[config.mk]
export PLATFORM = sky130hd
export DESIGN_NAME = servo_position_ramp
export DESIGN_NICKNAME = d
export VERILOG_FILES = /design/src/rtl/servo_position_ramp.sv
export SDC_FILE = /design/constraint.sdc
export NUM_CORES = 1
export LEC_CHECK = 0
export ABC_AREA = 1
export CAP_MARGIN = 5
export CORE_MARGIN = 3
export CORE_UTILIZATION = 54
export CTS_CLUSTER_SIZE = 28
export DETAILED_ROUTE_END_ITERATION = 10
export PLACE_DENSITY = 0.79
export RECOVER_POWER = 100
export SETUP_SLACK_MARGIN = 0.05
export SKIP_CTS_REPAIR_TIMING = 1
export SYNTH_ARGS = -nofsm -noshare
export SYNTH_HDL_FRONTEND = slang
export SYNTH_SLANG_ARGS = --single-unit
[constraint.sdc]
create_clock -name Main_clock -period 2.5 [get_ports Main_clock]
set_input_delay 0.25 -clock Main_clock [delete_from_list [all_inputs] [get_ports Main_clock]]
set_output_delay 0.25 -clock Main_clock [all_outputs]
set_load 0.1 [all_outputs]
[src/rtl/servo_position_ramp.sv]
// Servo position command stage: accepts clamped target positions and slews
// duty_cycle toward them at a fixed step rate, then settles before signalling done.
module servo_position_ramp #(
  parameter int unsigned CLK_FREQ   = 50000000,
  parameter int unsigned STEP_HZ    = 1000,
  parameter int unsigned STEP_SIZE  = 1,
  parameter int unsigned POS_MIN    = 0,
  parameter int unsigned POS_MAX    = 255,
  parameter int unsigned INIT_POS   = 0,
  parameter int unsigned HOLD_TICKS = 20
) (
  input  logic       Main_clock,
  input  logic       reset,
  input  logic [7:0] target_pos,
  input  logic       target_valid,
  output logic       target_ready,
  output logic [7:0] duty_cycle,
  output logic       busy,
  output logic       done
);

  localparam int unsigned DIV    = CLK_FREQ / STEP_HZ;
  localparam int unsigned DIV_W  = (DIV > 1) ? $clog2(DIV) : 1;
  localparam int unsigned HOLD_W = (HOLD_TICKS > 0) ? $clog2(HOLD_TICKS + 1) : 1;

  localparam logic [7:0] MIN_POS    = 8'(POS_MIN);
  localparam logic [7:0] MAX_POS    = 8'(POS_MAX);
  localparam logic [7:0] INIT_CLAMP = 8'((INIT_POS > POS_MAX) ? POS_MAX :
                                         ((INIT_POS > POS_MIN) ? INIT_POS : POS_MIN));
  localparam logic [7:0] STEP8      = 8'(STEP_SIZE);
  localparam logic [8:0] STEP9      = 9'(STEP_SIZE);
  localparam logic [HOLD_W-1:0] HOLD_LOAD = HOLD_W'(HOLD_TICKS);
  localparam logic [DIV_W-1:0]  DIV_LAST  = DIV_W'(DIV - 1);

  localparam logic [1:0] IDLE = 2'd0;
  localparam logic [1:0] RAMP = 2'd1;
  localparam logic [1:0] HOLD = 2'd2;

  logic [1:0]        state, state_nxt;
  logic [7:0]        duty_nxt;
  logic [7:0]        tgt, tgt_nxt;
  logic [HOLD_W-1:0] hold_cnt, hold_nxt;
  logic [DIV_W-1:0]  presc, presc_nxt;
  logic              busy_nxt, done_nxt;

  logic       step_tick;
  logic       accept;
  logic [7:0] t_hi, t_clamp;
  logic       move_up;
  logic [8:0] diff;

  assign target_ready = (state != RAMP) & ~reset;
  assign accept       = target_valid & (state != RAMP);
  assign step_tick    = (presc == DIV_LAST);

  // Clamp the requested target into the allowed range
  assign t_hi    = (target_pos < MAX_POS) ? target_pos : MAX_POS;
  assign t_clamp = (t_hi > MIN_POS) ? t_hi : MIN_POS;

  // 9-bit distance to target keeps the final step from overshooting or wrapping
  assign move_up = (tgt > duty_cycle);
  assign diff    = move_up ? ({1'b0, tgt} - {1'b0, duty_cycle})
                           : ({1'b0, duty_cycle} - {1'b0, tgt});

  always_ff @(posedge Main_clock) begin
    if (reset) begin
      state      <= IDLE;
      duty_cycle <= INIT_CLAMP;
      tgt        <= INIT_CLAMP;
      hold_cnt   <= '0;
      presc      <= '0;
      busy       <= 1'b0;
      done       <= 1'b0;
    end else begin
      state      <= state_nxt;
      duty_cycle <= duty_nxt;
      tgt        <= tgt_nxt;
      hold_cnt   <= hold_nxt;
      presc      <= presc_nxt;
      busy       <= busy_nxt;
      done       <= done_nxt;
    end
  end

  always_comb begin
    state_nxt = state;
    duty_nxt  = duty_cycle;
    tgt_nxt   = tgt;
    hold_nxt  = hold_cnt;
    done_nxt  = 1'b0;
    presc_nxt = step_tick ? '0 : presc + DIV_W'(1);

    // An accept (IDLE or HOLD) takes priority over stepping or hold countdown
    if (accept) begin
      tgt_nxt = t_clamp;
      if (t_clamp == duty_cycle) begin
        state_nxt = HOLD;
        hold_nxt  = HOLD_LOAD;
      end else begin
        state_nxt = RAMP;
      end
    end else begin
      case (state)
        IDLE: state_nxt = IDLE;
        RAMP: begin
          if (step_tick) begin
            if (diff <= STEP9) begin
              duty_nxt  = tgt;
              state_nxt = HOLD;
              hold_nxt  = HOLD_LOAD;
            end else if (move_up) begin
              duty_nxt = duty_cycle + STEP8;
            end else begin
              duty_nxt = duty_cycle - STEP8;
            end
          end
        end
        HOLD: begin
          if (hold_cnt == '0) begin
            state_nxt = IDLE;
            done_nxt  = 1'b1;
          end else if (step_tick) begin
            hold_nxt = hold_cnt - HOLD_W'(1);
          end
        end
        default: state_nxt = IDLE;
      endcase
    end

    busy_nxt = (state_nxt != IDLE);
  end

endmodule

# Word level (Yosys, flattened, before mapping)
# Index checks and enable logic that the tools add are counted.
# word_totals
mem_bits_rw,0
register_bits,41
inputBits,11
latch_bits,0
elab_cells,58
memories,0
mem_bits_ro,0
output_inout_bits,11
# op_classes
n_reduce_logical,7
add_sub_neg,6
n_lt_le_gt_ge,4
mul,0
shifts,0
n_eq_ne,10
div_mod_pow,0
muxes,19
bitwise,5
# op_table
operator,count
8-bit two-way mux,4
5-bit two-way mux,6
8-bit by 8-bit subtractor with 9-bit output,2
"16-bit by 1-bit adder with 16-bit output, second input constant",1
"16-bit equality test, second input constant",1
"3-bit != test, second input constant",4
2-bit two-way mux,5
5-bit one-hot mux with 2 select lines,1
"9-bit by 1-bit <= comparator with 1-bit output, second input constant",1
9-bit two-way mux,1
"8-bit by 1-bit adder with 8-bit output, second input constant",1
8-bit equality test,1
"8-bit by 1-bit greater-than comparator with 1-bit output, second input constant",1
8-bit greater-than comparator,1
"8-bit < comparator, second input constant",1
"8-bit by 1-bit subtractor with 8-bit output, second input constant",1
6-bit AND reduction,1
5-bit zero test,1
"5-bit by 1-bit subtractor with 5-bit output, second input constant",1
"2-bit by 1-bit != test with 1-bit output, second input constant",2
2-bit one-hot mux with 2 select lines,1
1-bit inverter,3
3-bit AND reduction,1
3-bit nonzero test,1
7 further kinds,8

# Depth between registers and ports, before layout
# logic_depth
word_depth,8
ltp_mapped,21

# Least setup slack after synthesis
# Ideal clock, no wire load.
# synth_timing
path_kind,register to register
start,reg duty_cycle[1]
end,reg duty_cycle[6]
t_required_ns,2.369
stages_incl_launch_ff,18
slack_ns,-1.007
t_arrival_ns,3.376
synth_period_minus_slack_ns,3.507
n_path_buf,0
cell_sequence,dfxtp_1 -> inv_1 -> ha_1 -> nand2_1 -> nor2_4 -> nand3_2 -> nand3_2 -> nand2_4 -> ha_1 -> a21oi_1 -> nand2_1 -> a21oi_1 -> nor2_1 -> nor2_1 -> xor2_1 -> nand2_2 -> o211ai_2 -> a21oi_2
# synth_between
elab_chain_len,4
word_cells_on_any_way,9
classes_between,4 x add/sub; 2 x order compare; 3 x mux
# synth_lines
element,line_no,text
from (decl),17,"output logic [7:0] duty_cycle,"
from (signal assigned),76,duty_cycle <= duty_nxt;
8-bit by 8-bit subtractor with 9-bit output (tied with other cells),63,": ({1'b0, duty_cycle} - {1'b0, tgt});"
9-bit two-way mux,62,"assign diff = move_up ? ({1'b0, tgt} - {1'b0, duty_cycle})"
9-bit by 1-bit <= comparator with 1-bit output,107,if (diff <= STEP9) begin
8-bit two-way mux *,107,
# Mark *: on every way between the ends. The rest lies on a longest branch, timed or not.
# A chain may end at the register's enable or synchronous reset.

# Worst setup path in the final report
# layout_timing
start,reg duty_cycle[4]
end,reg duty_cycle[7]
# The elaborated chain is that of the path after synthesis.

==> run summary <==
FINISH
--------------------------------------------------------------------------------
Final instance count without filler cells                                    636
Cell area after layout                                               0.00450 mm2
FF/Latch Area                                                            855 um2
Final standard cell utilization of the core                                80.3%
Multi-input logic area                                               0.00239 mm2
Number of diodes added for antenna fixing                                      0
Top library cells by usage in the layout, fill and taps aside       78 x sky130_fd_sc_hd__nand2_1, 66 x sky130_fd_sc_hd__inv_1, 60 x sky130_fd_sc_hd__buf_4
Count of fill cells added during filler insertion                            364
Layout overhead on the synthesized area                                    42.1%
Most common cell after layout, fill and taps aside                  sky130_fd_sc_hd__nand2_1
Net total in the final layout                                                603
Share of cells above drive strength 1                                      33.7%

TIMING
--------------------------------------------------------------------------------
Final setup violating endpoints                                               14
Post-route worst setup slack                                           -0.283 ns
Final worst path period share                                               111%
Setup clock skew after layout                                          0.0152 ns
Max frequency                                                            359 MHz
Setup repair after global routing missed its margin                         true
Time the worst path needs with I/O delays and setup                      2.78 ns
Number of failing hold endpoints at the final stage                            0
Pins over their slew limit                                                     0
Worst-margin pin slew                                                    1.19 ns
Relative slew slack                                                        21.0%

ROUTING
--------------------------------------------------------------------------------
Sum of routed wire length over all layers                               10000 um
Number of antenna-violating nets in the routed design                          0
Drt first pass iters                                                           5
Count of unresolved DRC violations after routing                               0
Initial detailed-routing violation count                                     206
Wire length per cell after detailed routing                              15.7 um
Vias per inst                                                               5.54
Via count                                                                   3524

FLOORPLAN
--------------------------------------------------------------------------------
I/O pin cnt                                                                   22
Starting density of the core                                               56.5%
Die footprint                                                        0.00682 mm2
Standard cell core area                                              0.00561 mm2
Count of standard-cell rows                                                   27
Die Ht                                                                   82.6 um
Die X                                                                    82.6 um

LOGIC SYNTHESIS
--------------------------------------------------------------------------------
Synthesized-area fraction occupied by and/or/nand/nor cells                31.2%
Mean area per synthesized cell                                          6.71 um2
Fraction of synthesized cell area in xor and xnor cells                    4.97%
EDFF count, synth                                                              0
Compound-gate portion of the synthesized area                              14.7%
Proportion of synthesized area in mux cells                                   0%
Mapped Cells                                                                 472
Cell variety after synth                                                      35
Adder-cell share of the synthesized area                                   12.2%
Sequential element share of the synthesized area                           25.9%
Synth Warn #                                                                   0
Netlist area before placement                                        0.00317 mm2
Combinational family with the most area after synthesis             simple AND/OR/NAND/NOR gates
Flop and latch count out of synthesis                                         41
Share of async-settable or async-resettable flops after synthesis             0%
Most used DFF post-synth                                            sky130_fd_sc_hd__dfxtp_1
Total nets after synthesis                                                   512

CLOCKING
--------------------------------------------------------------------------------
Total number of H-tree levels                                                  2
CTS tree                                                                   built
Clock insertion delay at the later pin of the skew report                0.31 ns
CTS clock-pin slew for the worst setup and hold paths                    0.10 ns
Buffer depth of the longest clock path                                         2
CTS sink cnt                                                                  41
Root cell of the clock tree                                         sky130_fd_sc_hd__clkbuf_8
Num CTS Buffers                                                                5

PWR
--------------------------------------------------------------------------------
Part of the total power dissipated in the clock network                    24.8%
Proportion of total power due to net switching                             37.5%
Worst voltage drop across the vdd grid                                  0.527 mV
Power Internal                                                           1.41 mW
Fraction of power consumed by combinational cells                          44.5%
Fraction of power consumed by sequential logic                             30.7%
Reported leakage power                                                   2.05 nW
Power per Cell Area                                                   502 mW/mm2
Switching power                                                         0.848 mW

MIN PATH
--------------------------------------------------------------------------------
Hold Crit Endpoint                                                      presc[0]
Worst Min Path Start                                                    presc[0]
Min-delay worst type                                                register to register
Worst Hold Depth                                                               1

SETUP PATH
--------------------------------------------------------------------------------
Slowest Stage Delay on Critical Path                                     0.38 ns
Critical path cell sequence                                         inv_4, ha_4, nand2_4, nor2_4, nand3_2, nand3_4, nand2_8, buf_4, ha_4, a21oi_2, o21ai_2, a21oi_2, or2_4, nand3_2, o211ai_1, a21oi_1
Endpoint arrival time on the critical path                               3.01 ns
Critical setup path kind                                            register to register
Required time of the worst setup path                                    2.73 ns
R2R Setup Slk                                                           -0.28 ns
Worst Path Max Fanout                                                          8
Reg-to-reg critical path startpoint                                 duty_cycle[4]
Worst reg-to-reg path cell count                                              16
Launching element type of the critical path                             register
CP max stage cell                                                   sky130_fd_sc_hd__dfxtp_4
Crit path capture type                                                  register
Capturing point of the worst reg2reg path                           duty_cycle[7]

GLOBAL ROUTING
--------------------------------------------------------------------------------
Largest net degree at the start of global routing                             18
First-pass GRT wire length                                              13500 um
Overall overflow remaining after global route                                  0
Via count of the first global-routing pass                                  3159
Overall track demand over capacity in global routing                       25.2%
Number of antenna violations at the first check in global routing              0

PLACE
--------------------------------------------------------------------------------
Number of port buffers                                                        21
Pre-CTS setup slack                                                    -0.168 ns
Detailed placer's ending HPWL                                            6380 um
RePlAce Congestion                                                         0.923
Cell count after placement                                                   607
Post-place instance area                                             0.00401 mm2

RUN STATUS
--------------------------------------------------------------------------------
Failing checks                                                      setup timing
Outcome                                                             finished, violations left

JOB
--------------------------------------------------------------------------------
Count of max-cap constraint violations                                         0

==> Yosys cell counts (all sizes together), types with 3 or more instances <==
master  count  share of area [%]
o21ai      28                4.5
nor3       12                1.9
ha         26                 10
dfxtp      41                 26
nand3      32                5.9
xor2       11                3.0
buf         4                1.1
xnor2       7                1.9
nor2       47                6.7
o211ai      5                1.5
or2         4               0.79
inv        79                9.4
fa          3                1.9
clkbuf      5               0.59
nand2     102                 13
a21oi      50                8.0
nand4      10                2.0
==> through the flow <==
step	TNS [ns]	power (mW)	hold slack, ns
2_1_floorplan	-0.874	1.24	0.385
3_3_place_gp	-0.115	1.43	0.428
3_5_place_dp	-0.876	1.46	0.439
4_1_cts	-1.17	2.00	0.456
5_1_grt	-3.04	2.37	0.496
6_report	-1.32	2.26	0.454
==> power groups by stage <==
stage	combinational, mW	clock [mW]	sequential (mW)
final	1.01	0.561	0.695
after global routing	1.08	0.596	0.699
after CTS	0.757	0.557	0.691
after detailed placement	0.752	0	0.707
after global placement	0.727	0	0.706
after floorplan	0.521	0	0.717
==> logic make-up after synthesis <==
family | count (synthesis)
fa+ha+maj | 29
flops | 41
buf+inv | 88
simple gates | 210
compound gates | 86
xor+xnor | 18
==> state kept, by name (all words and copies together), names as in the netlist <==
| name | flops |
|---|---|
| hold_cnt | 5 |
| busy | 1 |
| presc | 16 |
| state | 2 |
| done | 1 |
| duty_cycle | 8 |
| tgt | 8 |
==> critical path, delay by kind of cell (launching register included) <==
family | cells | cell delay, ns
compound gates | 5 | 0.66
flops | 1 | 0.38
simple gates | 7 | 0.87
buf+inv | 2 | 0.20
fa+ha+maj | 2 | 0.60
==> final cells by class <==
| type | count | share of cell area (%) |
|---|---|---|
| clock buffers | 5 | 1.53 |
| flip-flops and latches | 41 | 19.0 |
| repair buffers | 92 | 16.5 |
| inverters | 79 | 6.86 |
| clock inverters | 3 | 1.00 |
| multi-input cells | 344 | 53.2 |
| well taps | 72 | 2.00 |
==> metal layers <==
metal / wire length, um / up-vias / GRT usage, %
li1: - / 1707 / -
met1: 3940 / 1654 / 30.3
met2: 5270 / 133 / 45.7
met3: 481 / 30 / 4.12
met4: 314 / 0 / 8.01
met5: 0 / - / 0
==> worst max-delay path by stage <==
stage,startpoint,to,slack [ns],cells after the start
finish,duty_cycle[4],duty_cycle[7],-0.28,16
global route,duty_cycle[4],duty_cycle[7],-0.42,16
CTS,duty_cycle[7],duty_cycle[5],-0.19,18
detailed placement,duty_cycle[7],duty_cycle[5],-0.17,18
global placement,duty_cycle[1],duty_cycle[6],-0.07,17
floorplan,duty_cycle[2],duty_cycle[6],-0.29,20
Note: power is estimated with default switching activity, not from simulation.
